==> src/rtl/locker_session_arbiter.sv <==
// locker_session_arbiter: round-robin session controller sharing one digital_locker keypad port between NUM_REQ requesters.
// Optional audit counters (sess_count, fail_count) are enabled by defining LOCKER_ARB_AUDIT_EN.
module locker_session_arbiter #(
    parameter int NUM_REQ     = 3,
    parameter int TIMEOUT_CYC = 64
) (
    input  logic                   clk,
    input  logic                   rst,
    input  logic [NUM_REQ-1:0]     req,
    input  logic [16*NUM_REQ-1:0]  req_pin,
    output logic [NUM_REQ-1:0]     grant,
    output logic [NUM_REQ-1:0]     done,
    output logic                   result_ok,
    output logic                   timeout,
    output logic                   busy,
    output logic                   lk_start,
    output logic                   lk_enter,
    output logic [3:0]             lk_keypad,
    input  logic                   lk_unlocked,
    input  logic                   lk_fail,
    input  logic                   lk_locked_out
`ifdef LOCKER_ARB_AUDIT_EN
    ,
    output logic [7:0]             sess_count,
    output logic [7:0]             fail_count
`endif
);
    localparam int IW = $clog2(NUM_REQ);
    localparam int CW = $clog2(TIMEOUT_CYC);

    typedef enum logic [2:0] {S_IDLE, S_HOLD, S_START, S_SEND, S_WAIT, S_DONE} state_t;

    state_t              r_state;
    logic [IW-1:0]       r_rr_ptr;
    logic [IW-1:0]       r_id;
    logic [15:0]         r_pin;
    logic [1:0]          r_digit;
    logic [CW-1:0]       r_cnt;
    logic [IW-1:0]       w_sel;
    logic [IW-1:0]       w_j;
    logic [NUM_REQ-1:0]  w_onehot;

    assign w_onehot = NUM_REQ'(1) << w_sel;

    // Pick the first pending requester at or above the round-robin pointer, wrapping around
    always_comb begin
        w_sel = '0;
        w_j   = '0;
        for (int k = NUM_REQ - 1; k >= 0; k--) begin
            w_j = IW'((int'(r_rr_ptr) + k) % NUM_REQ);
            if (req[w_j]) w_sel = w_j;
        end
    end

    // Session FSM; every output is a register updated on the state transition that enters its cycle
    always_ff @(posedge clk or negedge rst) begin
        if (!rst) begin
            r_state   <= S_IDLE;
            r_rr_ptr  <= '0;
            r_id      <= '0;
            r_pin     <= '0;
            r_digit   <= '0;
            r_cnt     <= '0;
            grant     <= '0;
            done      <= '0;
            result_ok <= 1'b0;
            timeout   <= 1'b0;
            busy      <= 1'b0;
            lk_start  <= 1'b0;
            lk_enter  <= 1'b0;
            lk_keypad <= '0;
        end else begin
            case (r_state)
                S_IDLE: begin
                    if (lk_locked_out) begin
                        r_state <= S_HOLD;
                        busy    <= 1'b1;
                    end else if (|req) begin
                        r_state  <= S_START;
                        busy     <= 1'b1;
                        grant    <= w_onehot;
                        lk_start <= 1'b1;
                        r_id     <= w_sel;
                        r_pin    <= req_pin[{w_sel, 4'b0000} +: 16];
                    end
                end
                S_HOLD: begin
                    if (!lk_locked_out) begin
                        r_state <= S_IDLE;
                        busy    <= 1'b0;
                    end
                end
                S_START: begin
                    r_state   <= S_SEND;
                    lk_start  <= 1'b0;
                    lk_enter  <= 1'b1;
                    lk_keypad <= r_pin[15:12];
                    r_pin     <= {r_pin[11:0], 4'b0000};
                    r_digit   <= '0;
                end
                S_SEND: begin
                    if (r_digit == 2'd3) begin
                        r_state   <= S_WAIT;
                        lk_enter  <= 1'b0;
                        lk_keypad <= '0;
                        r_cnt     <= '0;
                    end else begin
                        r_digit   <= r_digit + 2'd1;
                        lk_keypad <= r_pin[15:12];
                        r_pin     <= {r_pin[11:0], 4'b0000};
                    end
                end
                S_WAIT: begin
                    if (lk_unlocked || lk_fail || r_cnt == CW'(TIMEOUT_CYC - 1)) begin
                        r_state   <= S_DONE;
                        done      <= grant;
                        result_ok <= lk_unlocked;
                        timeout   <= !lk_unlocked && !lk_fail;
                    end else begin
                        r_cnt <= r_cnt + 1'b1;
                    end
                end
                S_DONE: begin
                    r_state   <= S_IDLE;
                    done      <= '0;
                    result_ok <= 1'b0;
                    timeout   <= 1'b0;
                    grant     <= '0;
                    busy      <= 1'b0;
                    r_rr_ptr  <= (r_id == IW'(NUM_REQ - 1)) ? '0 : r_id + 1'b1;
                end
                default: r_state <= S_IDLE;
            endcase
        end
    end

`ifdef LOCKER_ARB_AUDIT_EN
    // Saturating session and failure counters, bumped during the DONE cycle
    always_ff @(posedge clk or negedge rst) begin
        if (!rst) begin
            sess_count <= '0;
            fail_count <= '0;
        end else if (r_state == S_DONE) begin
            sess_count <= (sess_count == 8'hFF) ? sess_count : sess_count + 8'd1;
            fail_count <= (result_ok || fail_count == 8'hFF) ? fail_count : fail_count + 8'd1;
        end
    end
`endif

endmodule

==> config.mk <==
export PLATFORM = sky130hd
export DESIGN_NAME = locker_session_arbiter
export DESIGN_NICKNAME = d
export VERILOG_FILES = /design/src/rtl/locker_session_arbiter.sv
export SDC_FILE = /design/constraint.sdc
export NUM_CORES = 1
export LEC_CHECK = 0
export ABC_CLOCK_PERIOD_IN_PS = 2100
export BUFFER_PORTS_ARGS = -buffer_cell sky130_fd_sc_hd__buf_2
export CORE_UTILIZATION = 42
export DETAILED_ROUTE_END_ITERATION = 6
export PLACE_DENSITY = 0.66
export SYNTH_ARGS = -nofsm -noshare
export SYNTH_HDL_FRONTEND = slang
export SYNTH_SLANG_ARGS = --single-unit
==> constraint.sdc <==
create_clock -name clk -period 2.1 [get_ports clk]
set_input_delay 0.315 -clock clk [delete_from_list [all_inputs] [get_ports clk]]
set_output_delay 0.315 -clock clk [all_outputs]
set_load 0.02 [all_outputs]
**Word-level counts from Yosys, hierarchy flattened**

Cells that the tools add are included.

- Flip-flop bits (word level): 46
- Bits of input ports: 56
- Logic and storage cells: 112

- Add/subtract/negate cells: 5
- Equal/unequal tests: 16
- Bitwise gates (word level): 1
- Muxes and demuxes: 44
- Shift-type cells: 2
- Divide/modulo/power cells: 3
- Magnitude comparators: 3
- Reductions and logical operators: 24

Operators with widths:

| cell | number |
|---|---|
| modulo 32 x 3 -> 32 bit, second input constant | 2 |
| 2-to-1 mux 16 bit | 3 |
| case mux 16 bit (3 select lines) | 1 |
| indexed part select 48 x 7 -> 16 bit | 1 |
| modulo 3 x 3 -> 32 bit, second input constant | 1 |
| 2-to-1 mux 3 bit | 8 |
| case mux 3 bit (5 select lines) | 1 |
| AND reduction 3 bit | 5 |
| inequality test 2 bit, second input constant | 7 |
| 2-to-1 mux 6 bit | 2 |
| case mux 3 bit (2 select lines) | 2 |
| case mux 6 bit (2 select lines) | 1 |
| 2-to-1 mux 1 bit | 10 |
| 2-to-1 mux 2 bit | 5 |
| nonzero test 2 bit | 5 |
| less-than comparator 2 x 3 -> 1 bit, second input constant | 3 |
| case mux 1 bit (2 select lines) | 4 |
| case mux 4 bit (2 select lines) | 1 |
| AND reduction 4 bit | 2 |
| adder 6 x 1 -> 6 bit, second input constant | 1 |
| binary-select mux 1 bit (select 2 bit) | 3 |
| equality test 3 x 2 -> 1 bit, second input constant | 2 |
| equality test 3 bit, second input constant | 2 |
| equality test 6 bit, second input constant | 1 |
| other kinds (18) | 25 |

**Depth between registers and ports, before layout**

- Word-level depth: 11
- Depth in mapped cells: 10
- Mapped depth without buffers: 7

**Least setup slack after synthesis**

No wires, ideal clock.

- Path type: register -> register
- Start: reg r_rr_ptr[1]
- End: reg r_pin[10]
- Arrival: 1874 ps
- Path buffers: 3
- Setup slack: 99 ps
- Stages on the path, launching flop included: 11
- Path through: dfrtp_1 > inv_1 > ha_1 > buf_6 > or3b_1 > a21oi_1 > o41a_1 > buf_6 > buf_12 > mux2i_1 > o21ai_1

- Longest elaborated chain between the ends: 11
- Elaborated cells between the ends (all ways): 18
- Those cells by class: 2 x add/sub; 3 x div; 1 x shift; 12 x mux

Ends and longest elaborated chain:

| item | line | text |
|---|---|---|
| start, declared | 34 | `logic [IW-1:0] r_rr_ptr;` |
| start signal, assigned | 130 | `r_rr_ptr <= (r_id == IW'(NUM_REQ - 1)) ? '0 : r_id + 1'b1;` |
| adder 2 x 2 -> 3 bit | 50 | `w_j = IW'((int'(r_rr_ptr) + k) % NUM_REQ);` |
| modulo 32 x 3 -> 32 bit | 50 |  |
| binary-select mux 1 bit (select 2 bit) | 51 | `if (req[w_j]) w_sel = w_j;` |
| 2-to-1 mux 1 bit (not written as such) | 51 |  |
| 2-to-1 mux 2 bit (2 in a row) | 51 |  |
| 2-to-1 mux 2 bit (*) | 51 |  |
| indexed part select 48 x 7 -> 16 bit (*) | 84 | `r_pin <= req_pin[{w_sel, 4'b0000} +: 16];` |
| 2-to-1 mux 16 bit (*) | 78 | `end else if (\|req) begin` |
| 2-to-1 mux 16 bit (*) | 75 | `if (lk_locked_out) begin` |
| case mux 16 bit (3 select lines) (*) | 73 | `case (r_state)` |
| end signal, assigned | 84 |  |
| end signal, assigned | 98 | `r_pin <= {r_pin[11:0], 4'b0000};` |
| end signal, assigned | 110 | `r_pin <= {r_pin[11:0], 4'b0000};` |
| end, declared | 36 | `logic [15:0] r_pin;` |

Every way passes the cells marked *; elsewhere a longest branch is shown, timed or not. The select of a mux whose other input is x is not followed.
A chain may end at the register's enable or synchronous reset.

**Worst setup path after layout**

- Start: reg r_rr_ptr[1]
- End: reg r_pin[2]

Same word-level chain as after synthesis.

==> impl_metrics.json <==
{
  "path_clk_slew_ns": 0.09,
  "yosys.cell_types.count": 46,
  "critPathKind": "flop to flop",
  "grt_pass1_vias": 2211,
  "skew_ns": 0.0102,
  "io_pins": 71,
  "maxCapViolCount": 0,
  "grt_use_total_pct": 20.9,
  "syn_nets": 346,
  "cp_slowest_stage_delay_ns": 0.43,
  "fillers": 559,
  "ys_seq_area_share_pct": 42.8,
  "grt_max_degree": 30,
  "ir_worst_vdd_mv": 0.769,
  "wl_per_cell_um": 15.2,
  "final_cell_mix": "70 x buf_2, 46 x dfrtp_1, 37 x nor2_1",
  "cp_data_arrival_time_ns": 2.29,
  "slew_headroom_pct": 53.4,
  "pwr_density_cell_mw_per_mm2": 1490,
  "drt-pass1-iter-count": 4,
  "clock_latency_ns": 0.31,
  "p_int_uw": 2990,
  "ant_nets": 0,
  "final_area_mm2": 0.00344,
  "fin_crit_sh_pct": 99.9,
  "leakage_uw": 0.00168,
  "port-buffer-count": 70,
  "finalWeightedCongestion": 0.836,
  "period_minus_slack_ns": 2.10,
  "endpoint_kind": "flop",
  "syn_avg_cell_area_um2": 9.43,
  "yosys_warnings": 0,
  "hp-class": "input pin to asynchronous set/reset pin",
  "setup_viol": 0,
  "async_reset_ff_share_pct": 100,
  "finalMaxSlewViolations": 0,
  "drc": 0,
  "start_util_pct": 44.4,
  "place_area_mm2": 0.00319,
  "cts_buffer_depth": 2,
  "drt_first_iter_violations": 106,
  "clock-sinks": 46,
  "vias": 2449,
  "timing_hold_violations_final": 0,
  "vias_per_cell": 5.54,
  "rows": 28,
  "power_frac_seq_pct": 29.0,
  "core-area_mm2": 0.00606,
  "rsz0062_at_grt": "yes",
  "worstMarginPinSlew_ns": 0.698,
  "cpMostUsedCell": "buf_6",
  "crit_required_ns": 2.29,
  "routed_wl_um": 6710,
  "power.share.clock_pct": 13.1,
  "die-area_mm2": 0.00673,
  "cts_buffers": 5,
  "cp-start-kind": "flop",
  "syn_area_mm2": 0.00269,
  "synth-seq-cells": 46,
  "final_layout_size_suffix_gt1_share_pct": 33.0,
  "cts_tree": "built",
  "crit_chain": "buf_6, ha_4, and3b_1, o41a_1, buf_6, clkbuf_16, mux2i_1, o21ai_1",
  "antenna_found_initial": 0,
  "final_core_util_pct": 56.7,
  "htreeDepth": 2,
  "hold_buffers": 0,
  "netlist_instances": 285,
  "fmax_mhz": 477,
  "clockRootBuffer": "clkbuf_8",
  "num_antenna_cells": 0,
  "cp_max_fo": 8,
  "place_hpwl_um": 4740,
  "fp.dieH_um": 82.0,
  "status": "complete, no violations",
  "overflow": 0,
  "swShare_pct": 41.9,
  "synthFlopType": "dfrtp_1",
  "final_common_cell": "buf_2",
  "power.switching_uw": 2150,
  "pwr-share-comb_pct": 57.9,
  "layout.nets": 427,
  "area_growth_pct": 27.8,
  "fp.dieW_um": 82.0,
  "slowest_stage": "o41a_1",
  "synth_edf_count": 0,
  "grt_pass1_wl_um": 10600
}
==> metal layers <==
metal | wire (um) | GRT usage (%) | up-vias
met3 | 365 | 4.00 | 9
met2 | 3120 | 33.1 | 84
met4 | 89 | 5.26 | 0
li1 | - | - | 1207
met5 | 0 | 0 | -
met1 | 3140 | 29.1 | 1149
==> stage by stage <==
step / setup TNS, ns / setup WS, ns / hold slack [ns] / instances / power (uW)
3_3_place_gp: 0 / 0.0862 / 0.383 / 429 / 4100
3_5_place_dp: 0 / 0.0743 / 0.381 / 429 / 4150
5_1_grt: -0.515 / -0.0555 / 0.0629 / 442 / 5560
2_1_floorplan: 0 / 0.0990 / 0.0194 / 285 / 3420
6_report: 0 / 0.00217 / 0.0255 / 442 / 5140
4_1_cts: 0 / 0.0336 / 0.0436 / 437 / 4840
==> Yosys cell counts, drive strengths merged (4+ instances only) <==
library cell  instances  area [um2]
dfrtp                46        1150
nor2                 37         139
o21ai                29         145
nand2                28         105
mux2i                21         210
a22oi                13        97.6
a41o                 12         120
clkbuf               11        41.3
buf                  10        85.1
a21oi                 8        40.0
nand3                 7        35.0
ha                    5        62.6
inv                   5        18.8
nand2b                5        31.3
a22o                  4        35.0
a32oi                 4        35.0
==> worst max-delay path: cells and delay by family, from the launching register on <==
family / cells / cell delay [ns]
mux: 1 / 0.18
simple gates: 1 / 0.19
fa+ha+maj: 1 / 0.22
compound gates: 2 / 0.52
buf+inv: 3 / 0.45
flops: 1 / 0.42
==> cell families (layout without fill, tap and decap cells) <==
| family | count (synthesis) | count (layout) | synth area share (%) |
|---|---|---|---|
| adders and majority gates | 5 | 5 | 2.33 |
| buffers and inverters | 26 | 108 | 5.40 |
| and+or+nand+nor | 102 | 102 | 18.1 |
| AOI/OAI and AO/OA | 81 | 81 | 22.1 |
| muxes | 22 | 22 | 8.24 |
| xor gates and xnor gates | 3 | 3 | 0.977 |
| DFF | 46 | 46 | 42.8 |
==> worst paths after layout <==
check,start,slack [ns],cells past startpoint,endpoint
worst max register to register,r_rr_ptr[1]$_DFFE_PN0P_,0.002,8,r_pin[2]$_DFFE_PN0P_
worst max-delay path,r_rr_ptr[1]$_DFFE_PN0P_,0.002,8,r_pin[2]$_DFFE_PN0P_
min in group clk,lk_unlocked,0.28,3,result_ok$_DFFE_PN0P_
worst min register to register,lk_enter$_DFFE_PN0P_,0.49,2,lk_enter$_DFFE_PN0P_
worst min-delay path,rst,0.03,1,lk_keypad[3]$_DFFE_PN0P_
max in group asynchronous,rst,1.46,2,r_state[1]$_DFFE_PN0P_
==> power groups by stage <==
stage	Clock, uW	Sequential [uW]	Combinational (uW)
4_1_cts	685	1470	2680
2_1_floorplan	0	1570	1850
3_5_place_dp	0	1490	2660
3_3_place_gp	0	1480	2620
5_1_grt	734	1540	3290
6_report	674	1490	2980
==> timing repair <==
action,CTS,global route
setup buffers,0,3
gates resized for setup,0,21
endpoints found under the hold margin,0,0
setup endpoints to repair,0,20
==> area by class of cell <==
cell class	instances	area, um2	area share, %
multi-input combinational	213	1450	42.3
sequential	46	1150	33.5
timing repair buffer	95	609	17.7
tap	75	93.8	2.73
clock buffer	6	72.6	2.11
clock inverter	2	37.5	1.09
inverter	5	18.8	0.546
==> flip-flops by register name, indices dropped and copies added (netlist names) <==
name	count
lk_keypad	4
r_cnt	6
r_rr_ptr	2
lk_start	1
r_pin	16
timeout	1
r_state	3
r_digit	2
lk_enter	1
busy	1
r_id	2
result_ok	1
done	3
grant	3
Note: power is estimated with default switching activity, not from simulation.
